`src/rtl/led_alarm_pkg.sv`:
```
// Shared types for the LED alarm annunciator.
// Latency: n/a (types only).
// Backpressure: n/a (types only).
package led_alarm_pkg;

    // Pattern select, latched when the alarm starts ringing.
    typedef enum logic [1:0] {
        ROTATE = 2'd0,
        BOUNCE = 2'd1,
        BLINK  = 2'd2,
        FILL   = 2'd3
    } alarm_mode_t;

    typedef enum logic [1:0] {
        IDLE   = 2'd0,
        RING   = 2'd1,
        SNOOZE = 2'd2
    } alarm_state_t;

endpackage

```
`src/rtl/led_alarm_pattern_tick_gen.sv`:
```
// Clock-enable divider: one-cycle tick every DIV enabled clk cycles.
// Latency: tick asserted while count == DIV-1; count restarts at 0 after clear.
// Backpressure: none; en freezes the count, clear forces it to 0 (clear wins).
//
// Ports:
//   clk, reset : system clock, asynchronous active-high reset
//   clear      : synchronous clear of the count
//   en         : count enable
//   tick       : pulse on the last cycle of each DIV-cycle period
module tick_gen #(
    parameter int DIV = 10_000_000
) (
    input  logic clk,
    input  logic reset,
    input  logic clear,
    input  logic en,
    output logic tick
);

    localparam int CW = (DIV > 2) ? $clog2(DIV) : 1;
    localparam logic [CW-1:0] LAST = CW'(DIV - 1);

    logic [CW-1:0] count;

    always_ff @(posedge clk or posedge reset) begin
        if (reset) begin
            count <= '0;
        end else if (clear) begin
            count <= '0;
        end else if (en) begin
            count <= (count == LAST) ? '0 : count + 1'b1;
        end
    end

    assign tick = en && (count == LAST);

endmodule

```
`src/rtl/led_alarm_pattern.sv`:
```
// LED alarm annunciator: owns the LED bank while ringing and animates a pattern.
// Latency: outputs change one clk after the sampling edge of alarm/dismiss/snooze.
// Backpressure: none; control inputs are sampled every cycle, priority dismiss > snooze > alarm > timeout.
//
// Ports:
//   clk, reset : system clock, asynchronous active-high reset
//   alarm      : trigger (level or pulse); while ringing it restarts the duration
//   dismiss    : stop and return to idle
//   snooze     : park in SNOOZE for SNOOZE_STEPS steps (limited to MAX_SNOOZES per event)
//   mode       : pattern select, latched on entry from idle
//   led_mux    : high while ringing (LED bank owned by this block)
//   busy       : high while ringing or snoozing
//   leds       : pattern output, zero unless ringing
module led_alarm_pattern
    import led_alarm_pkg::*;
#(
    parameter int N_LEDS         = 8,
    parameter int TICK_DIV       = 10_000_000,
    parameter int DURATION_STEPS = 64,
    parameter int SNOOZE_STEPS   = 300,
    parameter int MAX_SNOOZES    = 3
) (
    input  logic              clk,
    input  logic              reset,
    input  logic              alarm,
    input  logic              dismiss,
    input  logic              snooze,
    input  alarm_mode_t       mode,
    output logic              led_mux,
    output logic              busy,
    output logic [N_LEDS-1:0] leds
);

    // One step counter serves both RING (duration) and SNOOZE, so it is sized
    // for the larger of the two limits.
    localparam int STEP_MAX = (DURATION_STEPS > SNOOZE_STEPS) ? DURATION_STEPS : SNOOZE_STEPS;
    localparam int STEP_W   = (STEP_MAX > 1) ? $clog2(STEP_MAX) : 1;
    // The snooze counter must be able to hold MAX_SNOOZES itself.
    localparam int SNZ_W    = (MAX_SNOOZES > 0) ? $clog2(MAX_SNOOZES + 1) : 1;

    localparam logic [STEP_W-1:0] DUR_LAST  = STEP_W'(DURATION_STEPS - 1);
    localparam logic [STEP_W-1:0] SNZ_LAST  = STEP_W'(SNOOZE_STEPS - 1);
    localparam logic [SNZ_W-1:0]  SNZ_LIMIT = SNZ_W'(MAX_SNOOZES);

    alarm_state_t      state;
    alarm_mode_t       mode_q;
    logic [N_LEDS-1:0] pattern;
    logic              dir_up;      // BOUNCE direction, 1 = towards MSB
    logic [STEP_W-1:0] step_cnt;
    logic [SNZ_W-1:0]  snz_used;

    logic              tick;
    logic              div_clear;
    logic              snz_ok;
    logic [N_LEDS-1:0] pat_step;
    logic              dir_step;

    function automatic logic [N_LEDS-1:0] init_pattern(input alarm_mode_t m);
        return (m == BLINK) ? {N_LEDS{1'b1}} : N_LEDS'(1);
    endfunction

    // Next pattern value, applied only on a tick while ringing.
    always_comb begin
        pat_step = pattern;
        dir_step = dir_up;
        case (mode_q)
            ROTATE: pat_step = {pattern[N_LEDS-2:0], pattern[N_LEDS-1]};
            BOUNCE: begin
                // Reverse at the ends so each end position is shown once per pass.
                if (dir_up) begin
                    if (pattern[N_LEDS-1]) begin
                        pat_step = pattern >> 1;
                        dir_step = 1'b0;
                    end else begin
                        pat_step = pattern << 1;
                    end
                end else begin
                    if (pattern[0]) begin
                        pat_step = pattern << 1;
                        dir_step = 1'b1;
                    end else begin
                        pat_step = pattern >> 1;
                    end
                end
            end
            BLINK:  pat_step = ~pattern;
            FILL:   pat_step = (&pattern) ? N_LEDS'(1) : {pattern[N_LEDS-2:0], 1'b1};
            default: pat_step = pattern;
        endcase
    end

    assign snz_ok = (snz_used < SNZ_LIMIT);

    // The divider restarts on every transition that begins a fresh step period
    // and is held at 0 while idle. Timed transitions land on a natural wrap.
    assign div_clear = (state == IDLE) || dismiss
                    || ((state == RING)   && snooze && snz_ok)
                    || ((state == SNOOZE) && alarm);

    tick_gen #(
        .DIV (TICK_DIV)
    ) u_tick_gen (
        .clk   (clk),
        .reset (reset),
        .clear (div_clear),
        .en    (state != IDLE),
        .tick  (tick)
    );

    always_ff @(posedge clk or posedge reset) begin
        if (reset) begin
            state    <= IDLE;
            mode_q   <= ROTATE;
            pattern  <= '0;
            dir_up   <= 1'b1;
            step_cnt <= '0;
            snz_used <= '0;
        end else begin
            case (state)
                IDLE: begin
                    if (alarm && !dismiss) begin
                        state    <= RING;
                        mode_q   <= mode;
                        pattern  <= init_pattern(mode);
                        dir_up   <= 1'b1;
                        step_cnt <= '0;
                        snz_used <= '0;
                    end
                end
                RING: begin
                    if (dismiss) begin
                        state <= IDLE;
                    end else if (snooze && snz_ok) begin
                        state    <= SNOOZE;
                        snz_used <= snz_used + 1'b1;
                        step_cnt <= '0;
                    end else begin
                        // A retrigger restarts the duration but not the animation.
                        if (tick) begin
                            pattern <= pat_step;
                            dir_up  <= dir_step;
                        end
                        if (alarm) begin
                            step_cnt <= '0;
                        end else if (tick && (step_cnt == DUR_LAST)) begin
                            state    <= IDLE;
                            step_cnt <= '0;
                        end else if (tick) begin
                            step_cnt <= step_cnt + 1'b1;
                        end
                    end
                end
                SNOOZE: begin
                    if (dismiss) begin
                        state <= IDLE;
                    end else if (alarm || (tick && (step_cnt == SNZ_LAST))) begin
                        state    <= RING;
                        pattern  <= init_pattern(mode_q);
                        dir_up   <= 1'b1;
                        step_cnt <= '0;
                    end else if (tick) begin
                        step_cnt <= step_cnt + 1'b1;
                    end
                end
                default: state <= IDLE;
            endcase
        end
    end

    assign led_mux = (state == RING);
    assign busy    = (state != IDLE);
    assign leds    = led_mux ? pattern : '0;

endmodule

```
`config.mk`:
```
export PLATFORM = sky130hd
export DESIGN_NAME = led_alarm_pattern
export DESIGN_NICKNAME = d
export VERILOG_FILES = /design/src/rtl/led_alarm_pkg.sv /design/src/rtl/led_alarm_pattern_tick_gen.sv /design/src/rtl/led_alarm_pattern.sv
export SDC_FILE = /design/constraint.sdc
export NUM_CORES = 1
export LEC_CHECK = 0
export ABC_AREA = 1
export BUFFER_PORTS_ARGS = -buffer_cell sky130_fd_sc_hd__buf_2
export CORE_MARGIN = 3
export CORE_UTILIZATION = 50
export CTS_CLUSTER_SIZE = 8
export DETAILED_ROUTE_END_ITERATION = 8
export PLACE_DENSITY = 0.67
export SYNTH_ARGS = -nofsm -noshare
export SYNTH_HDL_FRONTEND = slang
export SYNTH_SLANG_ARGS = --single-unit
```
`constraint.sdc`:
```
create_clock -name clk -period 2.4 [get_ports clk]
set_input_delay 0 -clock clk [delete_from_list [all_inputs] [get_ports clk]]
set_output_delay 0 -clock clk [all_outputs]
set_load 0.02 [all_outputs]
```
==> metrics <==
synth unique cells 42; Root Buffer clkbuf_8; NumNets Final 530; final core occ 0.576; ANT cells 0; syn nets 509; HP Class in -> reg; GR Util All Layers 0.214; Seq cells post-synth 48; most frequent cells in the layout nand2_1, inv_1, nor2_1; CP required 2600 ps; Syn-to-layout area delta 9.89%; unrepaired setup endpoints after global routing no; FF/Latch Area 1200 sq um; placed cells 583; sinks on the clock net 48; status finished clean; final setup vio count 0; startpoint types flip-flop; Detailed Place HPWL 5720 um; Antenna Nets Post-Route 0; core area 6420 sq um; Cell Rows 29; Slew @ Worst Pin 987 ps; synthesized instance count 495; worst skew pair latency 310 ps; Top Metal Used met4; crit end category flip-flop; Syn Area/Cell 6.80 sq um; share of layout cells above drive strength 1 0.118; footprint of the multi-input gates 1810 sq um; period utilization 0.859; CP cell instances inv_1, ha_1, nor2_1, nor2_2, nor2_4, nand2_4, clkinv_2, nand2_1, a21oi_2, nand2_4, clkinv_4, nand2_1, o21ai_1; Max Fclk 485 MHz; Vias/cell 5.31; power per standard cell area 927 nW/um^2; Worst path slowest cell dfrtp_1; met3 wire len 395 um; M1 wire length 3690 um; Final Hold Fails 0; Final Max Slew Viols 0; Clock Pin Slew Worst Setup and Hold Paths 100 ps; DRC viols 0; fill count 586; wire per inst 12.7 um; final WL 7530 um; Max Root-Sink Buffers 2; Post-CTS Setup Inserts 0; gpl congestion 0.896; initial core utilization 0.524; Peak VDD IR 854 uV; Max-slew headroom 0.341; htree depth 2; die area 7750 sq um; first-pass GRT wire length 13,200 um; Final Non-Filler Cells 594; FF-to-FF setup slack 340 ps; chip width 88.0 um; DRT iter0 DRCs 234; CTS tree built; vias in the first global route 2,878; Leak Pwr 1.79 nW; grt ovf 0; Pre-Repair DR Iteration Count 4; crit path max fanout 13; CP Class reg -> reg; I/O pin count 17; Vias 3,153; Die Y 88.0 um; Min Clock Period, post-route 2060 ps; initial antenna violation count 0; TNS Setup 0 ps; port bufs 16; max_cap viols 0; crit path DAT 2260 ps; clk_skew 10.8 ps; commonest non-fill, non-tap cell in the layout nand2_1; pin count of the biggest net entering global routing 49; worst stage delay on the critical path 420 ps; WL met2 3390 um; synthesized area 3370 sq um; Seq/Total Area, Yosys 0.357; number of CTS-inserted buffers 5; Yosys warning count 0
routing by layer:
layer	global-route usage	vias up
met5	0	-
li1	-	1618
met1	0.311	1450
met2	0.329	80
met4	0.0495	0
met3	0.0452	5
stage by stage:
stage	setup WS (ps)	instance area, sq um	hold slack [ps]	total power, mW
2_1_floorplan	445	3370	163	2.30
3_3_place_gp	428	3510	273	2.61
3_5_place_dp	367	3510	277	2.63
4_1_cts	349	3700	103	3.44
5_1_grt	182	3700	129	3.71
6_report	337	3700	116	3.43
power by group:
group          leakage (nW)  switching [mW]  internal (mW)
clock                0.0784           0.281          0.521
sequential            0.652           0.142          0.932
combinational          1.06            1.07          0.483
cells by family (layout without fill, tap and decap cells):
| logic type | Yosys count | count (layout) | share of synthesized area |
|---|---|---|---|
| flip-flops | 48 | 48 | 0.357 |
| buffers and inverters | 87 | 109 | 0.105 |
| AND/OR/NAND/NOR | 278 | 278 | 0.370 |
| adder cells (fa/ha/maj) | 7 | 7 | 0.0260 |
| XOR/XNOR | 11 | 11 | 0.0286 |
| AO/OA/AOI/OAI | 64 | 64 | 0.113 |
sequential cells by signal, summed over array words and instances (netlist names):
| signal | flops |
|---|---|
| dir_up | 1 |
| state | 2 |
| step_cnt | 9 |
| mode_q | 2 |
| u_tick_gen.count | 24 |
| pattern | 8 |
| snz_used | 2 |
final cells by class:
cell class | instances | share of cell area
Tap cell | 77 | 0.0260
Clock inverter | 3 | 0.0244
Timing Repair Buffer | 21 | 0.0338
Clock buffer | 5 | 0.0186
Multi-Input combinational cell | 360 | 0.489
Sequential cell | 48 | 0.325
Inverter | 80 | 0.0829
final timing paths:
path                                      from             endpoint  cells after the start
min in group asynchronous                reset  u_tick_gen.count[6]                      3
setup reg to reg                      state[0]           pattern[7]                     13
hold reg to reg            u_tick_gen.count[0]  u_tick_gen.count[0]                      1
hold / removal                         dismiss             state[1]                      4
max in group asynchronous                reset            mode_q[1]                      3
setup / recovery                      state[0]           pattern[7]                     13
worst max-delay path, delay by kind of cell (launching register included):
family / cells / cell delay (ps)
AND/OR/NAND/NOR: 7 / 730
AO/OA/AOI/OAI: 2 / 110
flip-flops: 1 / 420
buffers and inverters: 3 / 310
adder cells (fa/ha/maj): 1 / 390
cell usage after synthesis, drive strengths merged:
master	instances	share of area
ha	7	0.026
o21a	2	0.0045
nand4	15	0.028
nor2	78	0.10
xor2	11	0.029
or2	1	0.0019
nor3	13	0.021
clkbuf	1	0.0011
nand3	36	0.058
dfrtp	47	0.35
a211oi	1	0.0022
a21oi	20	0.038
a31oi	1	0.0019
clkinv	4	0.0063
inv	76	0.085
o22ai	4	0.0074
nand2	131	0.15
o21bai	1	0.0022
nor4	1	0.0019
buf	6	0.013
dfstp	1	0.0078
o21ai	33	0.052
a221oi	1	0.0026
nor3b	2	0.0045
and3	1	0.0019
a21boi	1	0.0022
what timing repair did:
item | 4_1_cts | 5_1_grt
setup endpoints to repair | 0 | 0
endpoints found under the hold margin | 49 | 0
hold buffers | 3 | 0
gates resized for setup | 0 | 0
Note: power is estimated with default switching activity, not from simulation.
